[src/rtl/alu_op_sequencer.sv]
// Instruction-level controller for the accumulator ALU.
// It accepts one instruction at a time, issues any memory reads it needs, then strobes the ALU enables.
module alu_op_sequencer #(
  parameter int DW = 8,
  parameter int AW = 8,
  parameter int RW = 3
) (
  input  logic          clk,
  input  logic          rst,
  input  logic          ins_valid,
  output logic          ins_ready,
  input  logic [2:0]    ins_op,
  input  logic [1:0]    ins_src,
  input  logic [DW-1:0] ins_arg,
  input  logic          ins_upd_cy,
  output logic          mem_rd,
  output logic [AW-1:0] mem_addr,
  input  logic [DW-1:0] mem_rdata,
  output logic [1:0]    data_src,
  output logic [2:0]    op,
  output logic [DW-1:0] immediate,
  output logic [RW-1:0] reg_sel,
  output logic          ce_a,
  output logic          ce_cy,
  output logic          busy,
  output logic          done
);

  typedef enum logic [2:0] {IDLE, PTR, LDPTR, RD, EXEC} state_t;
  typedef enum logic [1:0] {SRC_MEM_ADDR, SRC_IMMEDIATE, SRC_INDIRECT, SRC_REG} data_src_t;

  state_t          state_q, state_d;
  data_src_t       src_q, src_d;
  logic [2:0]      op_q, op_d;
  logic [DW-1:0]   arg_q, arg_d;
  logic            upd_cy_q, upd_cy_d;
  logic [AW-1:0]   addr_q, addr_d;
  logic            unused_rdata_bits;

  // The pointer only uses the low AW bits of the read data.
  assign unused_rdata_bits = ^mem_rdata;

  always_ff @(posedge clk or negedge rst) begin
    if (!rst) begin
      state_q  <= IDLE;
      src_q    <= SRC_MEM_ADDR;
      op_q     <= '0;
      arg_q    <= '0;
      upd_cy_q <= 1'b0;
      addr_q   <= '0;
    end else begin
      state_q  <= state_d;
      src_q    <= src_d;
      op_q     <= op_d;
      arg_q    <= arg_d;
      upd_cy_q <= upd_cy_d;
      addr_q   <= addr_d;
    end
  end

  always_comb begin
    state_d  = state_q;
    src_d    = src_q;
    op_d     = op_q;
    arg_d    = arg_q;
    upd_cy_d = upd_cy_q;
    addr_d   = addr_q;
    case (state_q)
      IDLE: begin
        if (ins_valid) begin
          src_d    = data_src_t'(ins_src);
          op_d     = ins_op;
          arg_d    = ins_arg;
          upd_cy_d = ins_upd_cy;
          addr_d   = ins_arg[AW-1:0];
          case (data_src_t'(ins_src))
            SRC_MEM_ADDR: state_d = RD;
            SRC_INDIRECT: state_d = PTR;
            default:      state_d = EXEC;
          endcase
        end
      end
      PTR:   state_d = LDPTR;
      // Pointer read data arrives the cycle after the PTR strobe.
      LDPTR: begin
        addr_d  = mem_rdata[AW-1:0];
        state_d = RD;
      end
      RD:    state_d = EXEC;
      EXEC:  state_d = IDLE;
      default: state_d = IDLE;
    endcase
  end

  assign ins_ready = rst && (state_q == IDLE);
  assign busy      = (state_q != IDLE);
  assign done      = (state_q == EXEC);
  assign ce_a      = (state_q == EXEC) && (op_q != 3'd0);
  assign ce_cy     = ce_a && upd_cy_q;
  assign mem_rd    = (state_q == PTR) || (state_q == RD);
  assign mem_addr  = mem_rd ? addr_q : '0;
  assign data_src  = src_q;
  assign op        = op_q;
  assign immediate = arg_q;
  assign reg_sel   = arg_q[RW-1:0];

endmodule

[config.mk]
export PLATFORM = sky130hd
export DESIGN_NAME = alu_op_sequencer
export DESIGN_NICKNAME = d
export VERILOG_FILES = /design/src/rtl/alu_op_sequencer.sv
export SDC_FILE = /design/constraint.sdc
export NUM_CORES = 1
export LEC_CHECK = 0
export CAP_MARGIN = 25
export CORE_AREA = 2 2 69 71
export CTS_CLUSTER_SIZE = 40
export DETAILED_ROUTE_END_ITERATION = 12
export DIE_AREA = 0 0 71 73
export PLACE_DENSITY = 0.57
export SKIP_LAST_GASP = 1
export SYNTH_ARGS = -nofsm -noshare
export SYNTH_HDL_FRONTEND = slang
export SYNTH_SLANG_ARGS = --single-unit
[constraint.sdc]
create_clock -name clk -period 4.8 [get_ports clk]
set_clock_uncertainty 0.05 [all_clocks]
set_input_delay 0.96 -clock clk [delete_from_list [all_inputs] [get_ports clk]]
set_output_delay 0.96 -clock clk [all_outputs]
set_load 0.05 [all_outputs]
==> results.py <==
metrics = {
    "floorplan": {
        "chipHeight_um": 73,
        "die_area_um2": 5183,
        "coreArea_um2": 4536,
        "io_pins": 55,
        "die_w_um": 71,
        "num_rows": 25,
        "start_util": 0.2806,
    },
    "placement": {
        "gp_congestion": 0.7928,
        "post-dp-hpwl_um": 2287,
        "io_buffers": 54,
        "preCtsSetupSlack_ps": 1396,
    },
    "power": {
        "leakagePower_nw": 0.7796,
        "pwr_density_cell_nw_per_um2": 830.4,
        "vdd_drop_max_mv": 0.1978,
        "p_total_mw": 1.547,
    },
    "layout": {
        "n_fill_cell": 419,
        "drive_above_1_share": 0.1329,
        "finalNetCount": 184,
        "diodes": 0,
        "layout_commonest_cell": "clkdlybuf4s50_1",
        "final_cell_mix": "clkdlybuf4s50_1 (54), dfrtp_1 (25), and2_1 (10), mux2_4 (10), nand2_1 (9)",
        "syn_to_final_growth_pct": 46.41,
    },
    "grt": {
        "grt_max_degree": 26,
        "use_met1": 0.1701,
        "grt_pass1_vias": 1042,
        "antenna_found_initial": 0,
        "grt_use_met3": 0.03177,
        "grt_usage": 0.1266,
        "grt.busiest_layer": "met2",
        "grt_pass1_wl_um": 5175,
        "overflow": 0,
        "gr-usage-met2": 0.2087,
    },
    "yosys": {
        "netlist_instances": 108,
        "synth_adder_area_share": 0,
        "synth_compound_area_frac": 0.1554,
        "synth_top_family_by_area": "compound AO/OA/AOI/OAI gates",
        "ys.warnings.count": 0,
        "muxShareOfSynthArea": 0.1534,
        "yosysUniqueCellTypes": 26,
        "syn_nets": 133,
        "synth_area_um2": 1272,
        "synth_xor_area_frac": 0,
        "yosysSeqAreaShare": 0.4916,
        "synth_area_per_cell_um2": 11.78,
        "synth-simple-area-share": 0.1357,
        "ys_ff_latch": 25,
    },
    "critical_path": {
        "crit_chain": "clkdlybuf4s50_1 > inv_1 > nor2_1 > clkdlybuf4s50_1",
        "crit_required_ps": 3790,
        "critPathMaxFanout": 2,
        "worst_path_largest_cell_delay_ps": 800,
        "criticalPathCategory": "in -> out",
        "cp_slowest_cell": "clkdlybuf4s50_1",
        "regToRegEndpoint": "addr_q[6]",
        "crit_arrival_ps": 2390,
        "cp_num_buf_inv": 3,
        "critPathCaptureType": "output pin",
        "crit_path_start_kind": "primary input",
        "r2r_start": "state_q[1]",
        "rr_worst_depth": 3,
        "path_common_cell": "clkdlybuf4s50_1",
        "crit_family": "buffers and inverters",
        "reg2reg_slack_ps": 2950,
    },
    "routing": {
        "vias": 1028,
        "drc": 0,
        "drt_iter0_drc": 40,
        "drtPass1Iterations": 4,
        "routedWlPerCell_um": 14.90,
        "viasPerCell": 4.849,
        "routed_wl_um": 3158,
        "drtAntennaViolNets": 0,
    },
    "hold_path": {
        "whs_path_depth": 1,
        "hold_end": "immediate[4]",
        "hp-class": "reg -> reg",
        "hold_path.startpoint": "immediate[4]",
    },
    "sta": {
        "layout_setup_ws_ps": 1398,
        "fmax_ghz": 0.2940,
        "maxSlewViolCount": 0,
        "hold_viol_final": 0,
        "maxSlewHeadroom": 0.3379,
        "finalSetupTns_ps": 0,
        "rsz0062_at_grt": "false",
        "post-route-min-period_ps": 3402,
        "finalSetupViolCount": 0,
        "hold_slack_ps": 463.0,
        "min_period_over_period": 0.7087,
        "worst_pin_slew_ps": 991.0,
    },
    "clock_tree": {
        "cts-root-buf": "clkbuf_8",
        "clock_sinks": 25,
        "clock_path_buffers": 2,
        "tritoncts": "yes",
        "clk_pin_slew_worst_paths_ps": 80,
        "numCtsBuffers": 3,
        "post_cts_buffers": 0,
        "htreeDepth": 1,
        "hold_buffers": 0,
        "worstSkewPairLatency_ps": 260,
        "cts_resized": 0,
    },
    "outcome": {
        "outcome": "finished, final reports clean",
    },
    "run": {
        "maxCapViolations": 0,
    },
}
==> kinds of logic after synthesis <==
logic type,after synthesis
and+or+nand+nor,29
AOI/OAI and AO/OA,28
DFF,25
muxes,14
buffers and inverters,12
==> synth_stat cells, drive strengths merged <==
cell type   n  share of area
nor2b       1         0.0049
or2         1         0.0049
nor3b       1         0.0059
or3         1         0.0088
nor2        4          0.025
clkinv      1         0.0029
nand2       9          0.027
a21oi       2         0.0079
dfrtp      25           0.49
and3b       1         0.0069
o311a       1         0.0079
clkbuf      3         0.0088
mux2       14           0.15
o21ai       8          0.031
a2bb2oi     8          0.055
o31ai       1         0.0059
nand3       1         0.0039
a22oi       8          0.047
buf         6          0.046
and2       10          0.049
inv         2         0.0059
==> registers in the layout, indices dropped and copies added, names as in the netlist <==
register,cells
state_q,3
upd_cy_q,1
immediate,8
op,3
addr_q,8
data_src,2
==> routing by layer <==
layer	vias to the layer above	wire (um)
met5	-	0
met4	0	0
met3	0	180
met2	33	1507
met1	514	1471
li1	481	-
==> worst max path at each step <==
stage / cells past startpoint / to / start
floorplan: 2 / ce_cy / op[1]
global placement: 4 / ins_ready / rst
detailed placement: 4 / ins_ready / rst
CTS: 4 / ins_ready / rst
global route: 4 / ins_ready / rst
finish: 4 / ins_ready / rst
==> through the flow <==
stage	cells	utilization	cell area, um^2
6_report	212	0.4108	1863
5_1_grt	212	0.4108	1863
4_1_cts	212	0.4108	1863
3_5_place_dp	208	0.4008	1818
3_3_place_gp	208	0.4008	1818
2_1_floorplan	108	-	1272
==> area by class of cell <==
type | count | area [um^2] | share of cell area
Inverter | 3 | 11.26 | 0.006044
Sequential cell | 25 | 625.6 | 0.3358
Tap cell | 54 | 67.56 | 0.03627
Multi-Input combinational cell | 71 | 565.5 | 0.3036
Clock buffer | 4 | 45.04 | 0.02418
Timing Repair Buffer | 55 | 548.0 | 0.2942
==> report_power, final <==
part | internal [mW] | switching [mW] | leakage [nW]
Clock | 0.0593 | 0.0649 | 0.0228
Combinational | 0.403 | 0.606 | 0.457
Sequential | 0.321 | 0.0922 | 0.300
Total | 0.783 | 0.764 | 0.780
Note: power is estimated with default switching activity, not from simulation.
